`config.mk`:
```
export PLATFORM = sky130hd
export DESIGN_NAME = alu_seq
export DESIGN_NICKNAME = d
export VERILOG_FILES = /design/src/rtl/alu_pkg.sv /design/src/rtl/alu_dp_core.sv /design/src/rtl/alu_seq.sv
export SDC_FILE = /design/constraint.sdc
export NUM_CORES = 1
export LEC_CHECK = 0
export ABC_AREA = 1
export ABC_CLOCK_PERIOD_IN_PS = 3100
export CAP_MARGIN = 0
export CORE_UTILIZATION = 55
export CTS_CLUSTER_DIAMETER = 80
export CTS_CLUSTER_SIZE = 10
export DETAILED_ROUTE_END_ITERATION = 6
export GPL_ROUTABILITY_DRIVEN = 0
export GPL_TIMING_DRIVEN = 0
export PLACE_DENSITY = 0.75
export SLEW_MARGIN = 0
export SYNTH_ARGS = -nofsm -noshare
export SYNTH_HDL_FRONTEND = slang
export SYNTH_SLANG_ARGS = --single-unit
```
`constraint.sdc`:
```
create_clock -name clk -period 3.1 [get_ports clk]
set_input_delay 0.62 -clock clk [delete_from_list [all_inputs] [get_ports clk]]
set_output_delay 0.62 -clock clk [all_outputs]
set_load 0.05 [all_outputs]
```
`src/rtl/alu_pkg.sv`:
```
// Shared definitions for the sequential ARM data-processing ALU:
// opcode encodings, FSM states and NZCV flag bit positions.
package alu_pkg;

  localparam logic [4:0] OP_AND = 5'd0;
  localparam logic [4:0] OP_EOR = 5'd1;
  localparam logic [4:0] OP_SUB = 5'd2;
  localparam logic [4:0] OP_RSB = 5'd3;
  localparam logic [4:0] OP_ADD = 5'd4;
  localparam logic [4:0] OP_ADC = 5'd5;
  localparam logic [4:0] OP_SBC = 5'd6;
  localparam logic [4:0] OP_RSC = 5'd7;
  localparam logic [4:0] OP_TST = 5'd8;
  localparam logic [4:0] OP_TEQ = 5'd9;
  localparam logic [4:0] OP_CMP = 5'd10;
  localparam logic [4:0] OP_CMN = 5'd11;
  localparam logic [4:0] OP_ORR = 5'd12;
  localparam logic [4:0] OP_MOV = 5'd13;
  localparam logic [4:0] OP_BIC = 5'd14;
  localparam logic [4:0] OP_MVN = 5'd15;
  localparam logic [4:0] OP_MUL = 5'd16;

  typedef enum logic [1:0] {IDLE, MUL, DONE} state_e;

  localparam int unsigned FLAG_N = 3;
  localparam int unsigned FLAG_Z = 2;
  localparam int unsigned FLAG_C = 1;
  localparam int unsigned FLAG_V = 0;

  // Opcodes that go through the adder and therefore produce a real V.
  function automatic logic is_arith(input logic [4:0] op);
    return op inside {OP_SUB, OP_RSB, OP_ADD, OP_ADC, OP_SBC, OP_RSC, OP_CMP, OP_CMN};
  endfunction

endpackage

```
`src/rtl/alu_dp_core.sv`:
```
// Combinational core for the 16 ARM data-processing opcodes.
// Arithmetic is done at WIDTH+1 bits so the top bit is the ARM carry (NOT borrow for subtracts).
module alu_dp_core
  import alu_pkg::*;
#(
  parameter int unsigned WIDTH = 32
) (
  input  logic [WIDTH-1:0] i_a,
  input  logic [WIDTH-1:0] i_b,
  input  logic [3:0]       i_op,
  input  logic             i_cin,
  input  logic             i_shift_c,
  output logic [WIDTH-1:0] o_result,
  output logic             o_n,
  output logic             o_z,
  output logic             o_c,
  output logic             o_v,
  output logic             o_wr,
  output logic             o_is_cmp
);

  logic [4:0]       w_op;
  logic [WIDTH-1:0] w_x;
  logic [WIDTH-1:0] w_y;
  logic [WIDTH-1:0] w_logic;
  logic             w_ci;
  logic             w_arith;
  logic [WIDTH:0]   w_sum;

  assign w_op = {1'b0, i_op};

  // Every arithmetic op is x + y + ci with the operands swapped/inverted as needed.
  always_comb begin
    w_x  = i_a;
    w_y  = i_b;
    w_ci = 1'b0;
    case (w_op)
      OP_ADC:         w_ci = i_cin;
      OP_SUB, OP_CMP: begin w_y = ~i_b; w_ci = 1'b1;  end
      OP_SBC:         begin w_y = ~i_b; w_ci = i_cin; end
      OP_RSB:         begin w_x = i_b;  w_y = ~i_a; w_ci = 1'b1;  end
      OP_RSC:         begin w_x = i_b;  w_y = ~i_a; w_ci = i_cin; end
      default: ;
    endcase
  end

  assign w_sum = {1'b0, w_x} + {1'b0, w_y} + {{WIDTH{1'b0}}, w_ci};

  always_comb begin
    w_logic = '0;
    case (w_op)
      OP_AND, OP_TST: w_logic = i_a & i_b;
      OP_EOR, OP_TEQ: w_logic = i_a ^ i_b;
      OP_ORR:         w_logic = i_a | i_b;
      OP_MOV:         w_logic = i_b;
      OP_BIC:         w_logic = i_a & ~i_b;
      OP_MVN:         w_logic = ~i_b;
      default: ;
    endcase
  end

  assign w_arith  = is_arith(w_op);
  assign o_result = w_arith ? w_sum[WIDTH-1:0] : w_logic;
  assign o_n      = o_result[WIDTH-1];
  assign o_z      = (o_result == '0);
  assign o_c      = w_arith ? w_sum[WIDTH] : i_shift_c;
  assign o_v      = w_arith & (w_x[WIDTH-1] == w_y[WIDTH-1]) & (w_sum[WIDTH-1] != w_x[WIDTH-1]);
  assign o_is_cmp = w_op inside {OP_TST, OP_TEQ, OP_CMP, OP_CMN};
  assign o_wr     = ~o_is_cmp;

endmodule

```
`src/rtl/alu_seq.sv`:
```
// Registered ARM data-processing ALU with NZCV flag register and an iterative shift-add MUL.
// Valid/ready on both sides; single-cycle DP ops sustain one result per cycle.
module alu_seq
  import alu_pkg::*;
#(
  parameter int unsigned WIDTH  = 32,
  parameter bit          MUL_EN = 1'b1
) (
  input  logic             clk,
  input  logic             rst_n,
  input  logic             in_valid,
  output logic             in_ready,
  input  logic [4:0]       op,
  input  logic [WIDTH-1:0] a,
  input  logic [WIDTH-1:0] b,
  input  logic             set_flags,
  input  logic             shift_c,
  output logic             out_valid,
  input  logic             out_ready,
  output logic [WIDTH-1:0] result,
  output logic             out_wr,
  output logic             out_err,
  input  logic             flags_wr,
  input  logic [3:0]       flags_in,
  output logic [3:0]       flags
);

  localparam int unsigned CW = (WIDTH > 1) ? $clog2(WIDTH) : 1;

  state_e           r_state;
  state_e           w_state_nxt;
  logic             r_valid;
  logic             r_wr;
  logic             r_err;
  logic             r_sf;
  logic [WIDTH-1:0] r_result;
  logic [WIDTH-1:0] r_mcand;
  logic [WIDTH-1:0] r_mplier;
  logic [WIDTH-1:0] r_acc;
  logic [CW-1:0]    r_cnt;
  logic [3:0]       r_flags;
  logic [3:0]       w_flags_nxt;

  logic             w_accept;
  logic             w_is_dp;
  logic             w_is_mul;
  logic             w_load_dp;
  logic             w_load_mul;

  logic [WIDTH-1:0] w_dp_result;
  logic             w_dp_n;
  logic             w_dp_z;
  logic             w_dp_c;
  logic             w_dp_v;
  logic             w_dp_wr;
  logic             w_dp_is_cmp;

  alu_dp_core #(
    .WIDTH(WIDTH)
  ) u_dp_core (
    .i_a      (a),
    .i_b      (b),
    .i_op     (op[3:0]),
    .i_cin    (r_flags[FLAG_C]),
    .i_shift_c(shift_c),
    .o_result (w_dp_result),
    .o_n      (w_dp_n),
    .o_z      (w_dp_z),
    .o_c      (w_dp_c),
    .o_v      (w_dp_v),
    .o_wr     (w_dp_wr),
    .o_is_cmp (w_dp_is_cmp)
  );

  assign in_ready   = (r_state == IDLE) && (!r_valid || out_ready);
  assign w_accept   = in_valid && in_ready;
  assign w_is_dp    = ~op[4];
  assign w_is_mul   = MUL_EN && (op == OP_MUL);
  // Illegal opcodes also take the single-cycle path, reporting out_err.
  assign w_load_dp  = w_accept && !w_is_mul;
  assign w_load_mul = (r_state == DONE);

  always_comb begin
    w_state_nxt = r_state;
    case (r_state)
      IDLE:    if (w_accept && w_is_mul) w_state_nxt = MUL;
      MUL:     if (r_cnt == CW'(WIDTH - 1)) w_state_nxt = DONE;
      DONE:    w_state_nxt = IDLE;
      default: w_state_nxt = IDLE;
    endcase
  end

  always_comb begin
    w_flags_nxt = r_flags;
    if (w_load_mul) begin
      if (r_sf) begin
        w_flags_nxt[FLAG_N] = r_acc[WIDTH-1];
        w_flags_nxt[FLAG_Z] = (r_acc == '0);
      end
    end else if (w_load_dp && w_is_dp && (w_dp_is_cmp || set_flags)) begin
      w_flags_nxt[FLAG_N] = w_dp_n;
      w_flags_nxt[FLAG_Z] = w_dp_z;
      w_flags_nxt[FLAG_C] = w_dp_c;
      if (is_arith(op)) w_flags_nxt[FLAG_V] = w_dp_v;
    end
    if (flags_wr) w_flags_nxt = flags_in;
  end

  always_ff @(posedge clk or negedge rst_n) begin
    if (!rst_n) begin
      r_state  <= IDLE;
      r_flags  <= 4'b0000;
      r_valid  <= 1'b0;
      r_result <= '0;
      r_wr     <= 1'b0;
      r_err    <= 1'b0;
    end else begin
      r_state <= w_state_nxt;
      r_flags <= w_flags_nxt;
      if (w_load_dp) begin
        r_valid  <= 1'b1;
        r_result <= w_is_dp ? w_dp_result : '0;
        r_wr     <= w_is_dp && w_dp_wr;
        r_err    <= ~w_is_dp;
      end else if (w_load_mul) begin
        r_valid  <= 1'b1;
        r_result <= r_acc;
        r_wr     <= 1'b1;
        r_err    <= 1'b0;
      end else if (out_ready) begin
        r_valid <= 1'b0;
      end
    end
  end

  // One multiplier bit per cycle, LSB first.
  always_ff @(posedge clk or negedge rst_n) begin
    if (!rst_n) begin
      r_mcand  <= '0;
      r_mplier <= '0;
      r_acc    <= '0;
      r_cnt    <= '0;
      r_sf     <= 1'b0;
    end else if (w_accept && w_is_mul) begin
      r_mcand  <= a;
      r_mplier <= b;
      r_acc    <= '0;
      r_cnt    <= '0;
      r_sf     <= set_flags;
    end else if (r_state == MUL) begin
      if (r_mplier[0]) r_acc <= r_acc + r_mcand;
      r_mcand  <= r_mcand << 1;
      r_mplier <= r_mplier >> 1;
      r_cnt    <= r_cnt + CW'(1);
    end
  end

  assign out_valid = r_valid;
  assign result    = r_result;
  assign out_wr    = r_wr;
  assign out_err   = r_err;
  assign flags     = r_flags;

endmodule

```
Word-level counts from Yosys, hierarchy flattened
Index checks and enable logic that the tools add are counted.
W data, S select, Z words.
{"block": "word_totals", "word_cells": 130, "ff_bits": 143}
{"block": "classes", "bitwise_logic": 10, "reduce_logical": 36, "mux": 34, "n_addsub": 4, "n_eq_ne": 33}
{"cell": "$mux W32", "count": 12}
{"cell": "$pmux W32 S6", "count": 1}
{"cell": "$and A32 B32 Y32", "count": 2}
{"cell": "$logic_not A32 Y1", "count": 2}
{"cell": "$not A32 Y32", "count": 2}
{"cell": "$pmux W32 S2", "count": 1}
{"cell": "$add A32 B32 Y33", "count": 1}
{"cell": "$add A33 B1 Y33", "count": 1}
{"cell": "$add A32 B32 Y32", "count": 1}
{"cell": "$eq A4 B4 Y1 const B", "count": 8}
{"cell": "$or A32 B32 Y32", "count": 1}
{"cell": "$xor A32 B32 Y32", "count": 1}
{"cell": "$eq A5 B3 Y1 const B", "count": 4}
{"cell": "$eq A4 B3 Y1 const B", "count": 4}
{"cell": "$reduce_bool A8 Y1", "count": 2}
{"cell": "$eq A5 B2 Y1 const B", "count": 2}
{"cell": "$eq A5 B4 Y1 const B", "count": 2}
{"cell": "$eq A5 B5 Y1 const B", "count": 2}
{"cell": "$mux W2", "count": 5}
{"cell": "$mux W5", "count": 2}
{"cell": "$reduce_bool A2 Y1", "count": 5}
{"cell": "$mux W1", "count": 9}
{"cell": "$reduce_or A3 Y1", "count": 3}
{"cell": "$eq A4 B2 Y1 const B", "count": 2}
{"cell": "24 further kinds", "count": 42}

Depth between registers and ports, before layout
{"block": "depth", "ltp_word": 11, "mapped_depth": 29, "depth_no_buf": 27}

By module
A second synthesis with hierarchy kept.
{"block": "unflattened", "cells_unflattened": 2421, "area_unflattened_um2": 14512.7}
{"module": "alu_seq", "cells_per_inst": 1250, "instances": 1, "area_per_inst_um2": 8755.9, "seq_area_each_um2": 3578.4}
{"module": "alu_dp_core", "cells_per_inst": 1171, "instances": 1, "area_per_inst_um2": 5756.8, "seq_area_each_um2": 0.0}

Worst setup path after synthesis
No wires, ideal clock.
{"block": "synth_timing", "kind": "input to register", "from": "input op[2]", "to": "register r_flags[2] (netlist: flags[2])", "setup_slack_ps": -869, "n_path_buf": 2, "path_stages": 26, "setup_ps": 66, "arrival_time_ps": 3903, "path_cell_list": "buf_2 nand2_2 inv_2 nor2_1 inv_2 clkbuf_1 o22ai_1 a31o_2 fa_1 fa_1 nand3_1 nand3_1 nand2_1 nand2_1 or2_2 nand3_1 nand2_1 nor2_1 nand2_1 nor2_1 nand3_1 nor2_1 nand2_1 nand2_1 nand2_1 nand2_1"}
{"block": "synth_via", "elab_chain_cells": 10}
{"item": "start: declaration", "line_no": "alu_seq.sv:13", "rtl": "input logic [4:0] op,"}
{"item": "$eq A4 B4 Y1, or another cell as far along", "line_no": "alu_pkg.sv:32, alu_dp_core.sv:37, alu_dp_core.sv:68"}
{"item": "$reduce_or A3 Y1 (no line) / $reduce_or A2 Y1 (equally long branches)"}
{"item": "$pmux W32 S2 / $mux W32 (equally long branches)", "line_no": "alu_dp_core.sv:37", "rtl": "case (w_op)"}
{"item": "$add A32 B32 Y33", "line_no": "alu_dp_core.sv:47", "rtl": "assign w_sum = {1'b0, w_x} + {1'b0, w_y} + {{WIDTH{1'b0}}, w_ci};"}
{"item": "$add A33 B1 Y33", "line_no": "alu_dp_core.sv:47"}
{"item": "$mux W32", "line_no": "alu_dp_core.sv:63", "rtl": "assign o_result = w_arith ? w_sum[WIDTH-1:0] : w_logic;"}
{"item": "$logic_not A32 Y1", "line_no": "alu_dp_core.sv:65", "rtl": "assign o_z = (o_result == '0);"}
{"item": "$mux W4", "line_no": "alu_seq.sv:100", "rtl": "end else if (w_load_dp && w_is_dp && (w_dp_is_cmp || set_flags)) begin"}
{"item": "$mux W2", "line_no": "alu_seq.sv:95", "rtl": "if (w_load_mul) begin"}
{"item": "$mux W4", "line_no": "alu_seq.sv:106", "rtl": "if (flags_wr) w_flags_nxt = flags_in;"}
{"item": "end signal: assignment", "line_no": "alu_seq.sv:119", "rtl": "r_flags <= w_flags_nxt;"}
{"item": "end: declaration", "line_no": "alu_seq.sv:41", "rtl": "logic [3:0] r_flags;"}
Parallel ways exist; a longest one is shown, timed or not. The select of a mux whose other input is x is not followed.
A chain may end at the register's enable or synchronous reset.

Final worst setup path
{"block": "layout_timing", "from": "input op[0]", "to": "register r_flags[2] (netlist: flags[2])"}
Same word-level chain as after synthesis.

==> metrics.txt <==
# TYPE chip_impl_metric gauge
chip_impl_info{name="outcome",value="finished with violations"} 1
chip_impl_info{name="failed_checks",value="design-rule violations, negative setup slack"} 1
chip_impl_metric{name="power.density",unit="nW/um2"} 707
chip_impl_info{name="ys_top_cells_by_count",value="640 x nand2_1, 348 x inv_1, 170 x o21ai_0, 154 x nor2_1, 143 x dfrtp_1"} 1
chip_impl_metric{name="worstPathArrival",unit="ns"} 3.97
chip_impl_metric{name="grt_start_max_net_pins",unit=""} 100
chip_impl_info{name="most_common_cell_in_the_netlist",value="nand2_1"} 1
chip_impl_metric{name="route.antenna.remaining_nets",unit=""} 0
chip_impl_metric{name="synth_edf_count",unit=""} 0
chip_impl_metric{name="avgViaCountPerCell",unit=""} 6.10
chip_impl_metric{name="ioPinCount",unit=""} 120
chip_impl_info{name="timing.critical_path.to_type",value="flip-flop"} 1
chip_impl_metric{name="leakage",unit="uW"} 0.00874
chip_impl_metric{name="postLayoutCoreUtil",unit=""} 0.707
chip_impl_metric{name="drive_gt1_frac",unit=""} 0.147
chip_impl_info{name="cp-startpoint",value="op[0]"} 1
chip_impl_info{name="worst_r2r_startpoint",value="flags[1]$_DFFE_PN0P_"} 1
chip_impl_metric{name="max_cap_violations",unit=""} 0
chip_impl_metric{name="global_route.usage.total",unit=""} 0.410
chip_impl_metric{name="synth.ff_latch_count",unit=""} 143
chip_impl_metric{name="dp_slack",unit="ns"} -1.95
chip_impl_metric{name="number_of_standard_cells_in_the_final_layout_excluding_fillers",unit=""} 2696
chip_impl_metric{name="hold_viol",unit=""} 0
chip_impl_metric{name="start_util",unit=""} 0.562
chip_impl_metric{name="grt_antenna_before_repair",unit=""} 1
chip_impl_metric{name="number_of_library_cell_types_mapped_by_synthesis",unit=""} 48
chip_impl_metric{name="worstRegToRegCells",unit=""} 22
chip_impl_metric{name="postSynth.asyncResetShare",unit=""} 1.00
chip_impl_metric{name="skew_pair_late_insertion_delay",unit="ns"} 0.43
chip_impl_metric{name="detail_route.first_pass.iterations",unit=""} 7
chip_impl_metric{name="critical_path_peak_fanout",unit=""} 6
chip_impl_info{name="cp-start-kind",value="primary input"} 1
chip_impl_metric{name="max_stage_delay",unit="ns"} 0.40
chip_impl_metric{name="final_worst_path_cycle_share",unit=""} 1.16
chip_impl_metric{name="netlist.area_leader.share",unit=""} 0.261
chip_impl_metric{name="die_w",unit="um"} 160
chip_impl_metric{name="syn_avg_cell_area",unit="um2"} 6.26
chip_impl_metric{name="dp.final_hpwl",unit="mm"} 41.2
chip_impl_metric{name="io_buffers",unit=""} 110
chip_impl_info{name="timing.critical_path.slowest_stage_cell",value="fa_2"} 1
chip_impl_info{name="ctsRootBufferMaster",value="clkbuf_16"} 1
chip_impl_metric{name="mappedNetlistArea",unit="um2"} 13700
chip_impl_metric{name="cts.sinks",unit=""} 143
chip_impl_metric{name="grt_overflow",unit=""} 0
chip_impl_metric{name="routed-via-count",unit=""} 16400
chip_impl_metric{name="area.growth.synth_to_final",unit="%"} 25.9
chip_impl_info{name="hold_path_class",value="primary input to async pin"} 1
chip_impl_metric{name="worst_pin_slew",unit="ns"} 0.880
chip_impl_info{name="worstSetupPathType",value="primary input to flip-flop"} 1
chip_impl_metric{name="relSlewSlack",unit=""} 0.413
chip_impl_metric{name="final_critical_path_setup_slack",unit="ns"} -0.498
chip_impl_metric{name="remaining_drc_errors",unit=""} 4
chip_impl_metric{name="die_h",unit="um"} 160
chip_impl_metric{name="power.ir.vdd_worst",unit="mV"} 0.568
chip_impl_metric{name="fmax",unit="MHz"} 278
chip_impl_metric{name="warning_count_from_the_yosys_run",unit=""} 0
chip_impl_metric{name="layout.cell_area.non_filler",unit="um2"} 17300
chip_impl_metric{name="ctsHoldBuffers",unit=""} 0
chip_impl_metric{name="period_needed",unit="ns"} 3.60
chip_impl_metric{name="first_iter_violations",unit=""} 2225
chip_impl_metric{name="setup_viol",unit=""} 21
chip_impl_metric{name="floorplan.rows",unit=""} 57
chip_impl_metric{name="clock_tree.buffer_depth",unit=""} 2
chip_impl_metric{name="final-max-slew-violation-count",unit=""} 0
chip_impl_metric{name="core_area",unit="um2"} 24400
chip_impl_info{name="synth_ff_type",value="dfrtp_1"} 1
chip_impl_info{name="yosysTopAreaCell",value="dfrtp_1"} 1
chip_impl_metric{name="timing.clock.skew",unit="ns"} 0.0112
chip_impl_info{name="netlist_top_cells_area",value="dfrtp_1 26%, nand2_1 18%, inv_1 9.5%"} 1
chip_impl_info{name="cp_common_cell",value="nand2_2"} 1
chip_impl_metric{name="routed_len_inst",unit="um"} 20.0
chip_impl_info{name="rsz0062_at_grt",value="true"} 1
chip_impl_metric{name="floorplan.die_area",unit="um2"} 25600
chip_impl_metric{name="finalHoldWorstSlack",unit="ns"} 0.104
chip_impl_metric{name="postSynthCellCount",unit=""} 2190
chip_impl_metric{name="syn-num-nets",unit=""} 2369
chip_impl_metric{name="placedInstanceArea",unit="um2"} 15300
chip_impl_metric{name="seq_area_frac_synth",unit=""} 0.261
chip_impl_metric{name="tritoncts.num_buffers",unit=""} 17
chip_impl_metric{name="dp.cells",unit=""} 2625
chip_impl_metric{name="h-tree-depth",unit=""} 4
chip_impl_info{name="cts_tree",value="built"} 1
chip_impl_metric{name="wire_length_of_the_first_global_routing_pass",unit="mm"} 81.3
chip_impl_metric{name="clkSlewWorstSetupHoldPaths",unit="ns"} 0.06
chip_impl_metric{name="critical_path_rt",unit="ns"} 3.47
chip_impl_metric{name="finish.net_count",unit=""} 2537
chip_impl_metric{name="vias_in_the_first_global_route",unit=""} 15300
chip_impl_metric{name="drt_wl_total",unit="mm"} 54.0
state kept, by name, indices dropped and copies added, names as in the netlist:
| name | count |
|---|---|
| result | 32 |
| r_cnt | 5 |
| r_state | 2 |
| out_err | 1 |
| r_mcand | 32 |
| r_sf | 1 |
| flags | 4 |
| r_mplier | 32 |
| out_wr | 1 |
| r_acc | 32 |
| out_valid | 1 |
cells in the final DEF (no fill, tap or decap), drive strengths merged, types with 4 or more instances in the layout:
cell,n
nor2,157
xor2,23
inv,365
clkbuf,72
a22oi,8
dfrtp,143
a211oi,6
o211ai,16
buf,77
a31oi,6
dlymetal6s2s,8
a31o,32
clkinvlp,4
clkinv,4
a21o,4
o221ai,34
a21oi,125
dlygate4sd2,11
clkdlybuf4s50,87
o21a,5
nand2,645
nor3,19
and2,4
or2,4
ha,96
o22ai,48
nand4,25
o21ai,193
nand3,123
per-layer routing:
metal / GRT usage / vias up / wire (um) / part of all wire
met5: 0 / - / 0 / 0
met4: 0.242 / 0 / 3840 / 0.071
met3: 0.0758 / 318 / 5710 / 0.11
met2: 0.671 / 1056 / 24300 / 0.45
met1: 0.505 / 7545 / 20100 / 0.37
li1: - / 7524 / - / -
metrics by stage:
step / total power, uW / TNS, ns
floorplan: 7430 / -0.869
global placement: 9300 / -658.73
detailed placement: 9450 / -52.31
CTS: 11700 / -1.34
global route: 12900 / -4.28
finish: 12200 / -2.75
layout make-up:
cell class | count | area [um2]
Buffer | 89 | 504
Fill cell | 2089 | 7140
Inverter | 359 | 1370
Clock buffer | 18 | 439
Timing Repair Buffer | 148 | 1460
Timing Repair inverter | 1 | 7.51
Sequential cell | 143 | 3580
Multi-Input combinational cell | 1599 | 9350
Tap cell | 324 | 405
Clock inverter | 14 | 145
Antenna cell | 1 | 2.50
critical path, delay by kind of cell:
family                   cells  cell delay, ns
adder cells (fa/ha/maj)      2            0.80
buffers and inverters        4            0.49
AND/OR/NAND/NOR             19            1.79
AO/OA/AOI/OAI                1            0.23
report_power, final:
group	switching (uW)	internal, uW	total [uW]
Combinational	4600	2340	6940
Sequential	586	2610	3200
Clock	909	1150	2060
Total	6090	6110	12200
what timing repair did:
| item | in CTS | in global routing |
|---|---|---|
| buffers inserted | 20 | 16 |
| gates resized for setup | 151 | 176 |
| gates cloned | 2 | 0 |
| pin swaps | 31 | 66 |
| endpoints found under the setup margin | 37 | 30 |
worst paths after layout:
check                                        to  slack [ns]
setup / recovery           flags[2]$_DFFE_PN0P_       -0.50
hold / removal             r_acc[3]$_DFFE_PN0P_        0.10
hold reg to reg            flags[2]$_DFFE_PN0P_        0.50
max in group asynchronous  flags[0]$_DFFE_PN0P_        2.17
min in group clk           flags[2]$_DFFE_PN0P_        0.50
setup reg to reg           flags[2]$_DFFE_PN0P_       -0.14
cell families (layout without fill, tap and decap cells):
| logic type | count (synthesis) | count (layout) | synth area share |
|---|---|---|---|
| other | 0 | 1 | 0 |
| buffers and inverters | 448 | 629 | 0.127 |
| and+or+nand+nor | 986 | 986 | 0.293 |
| DFF | 143 | 143 | 0.261 |
| adders and majority gates | 99 | 99 | 0.0920 |
| AOI/OAI and AO/OA | 488 | 488 | 0.211 |
| xor gates and xnor gates | 26 | 26 | 0.0166 |
Note: power is estimated with default switching activity, not from simulation.
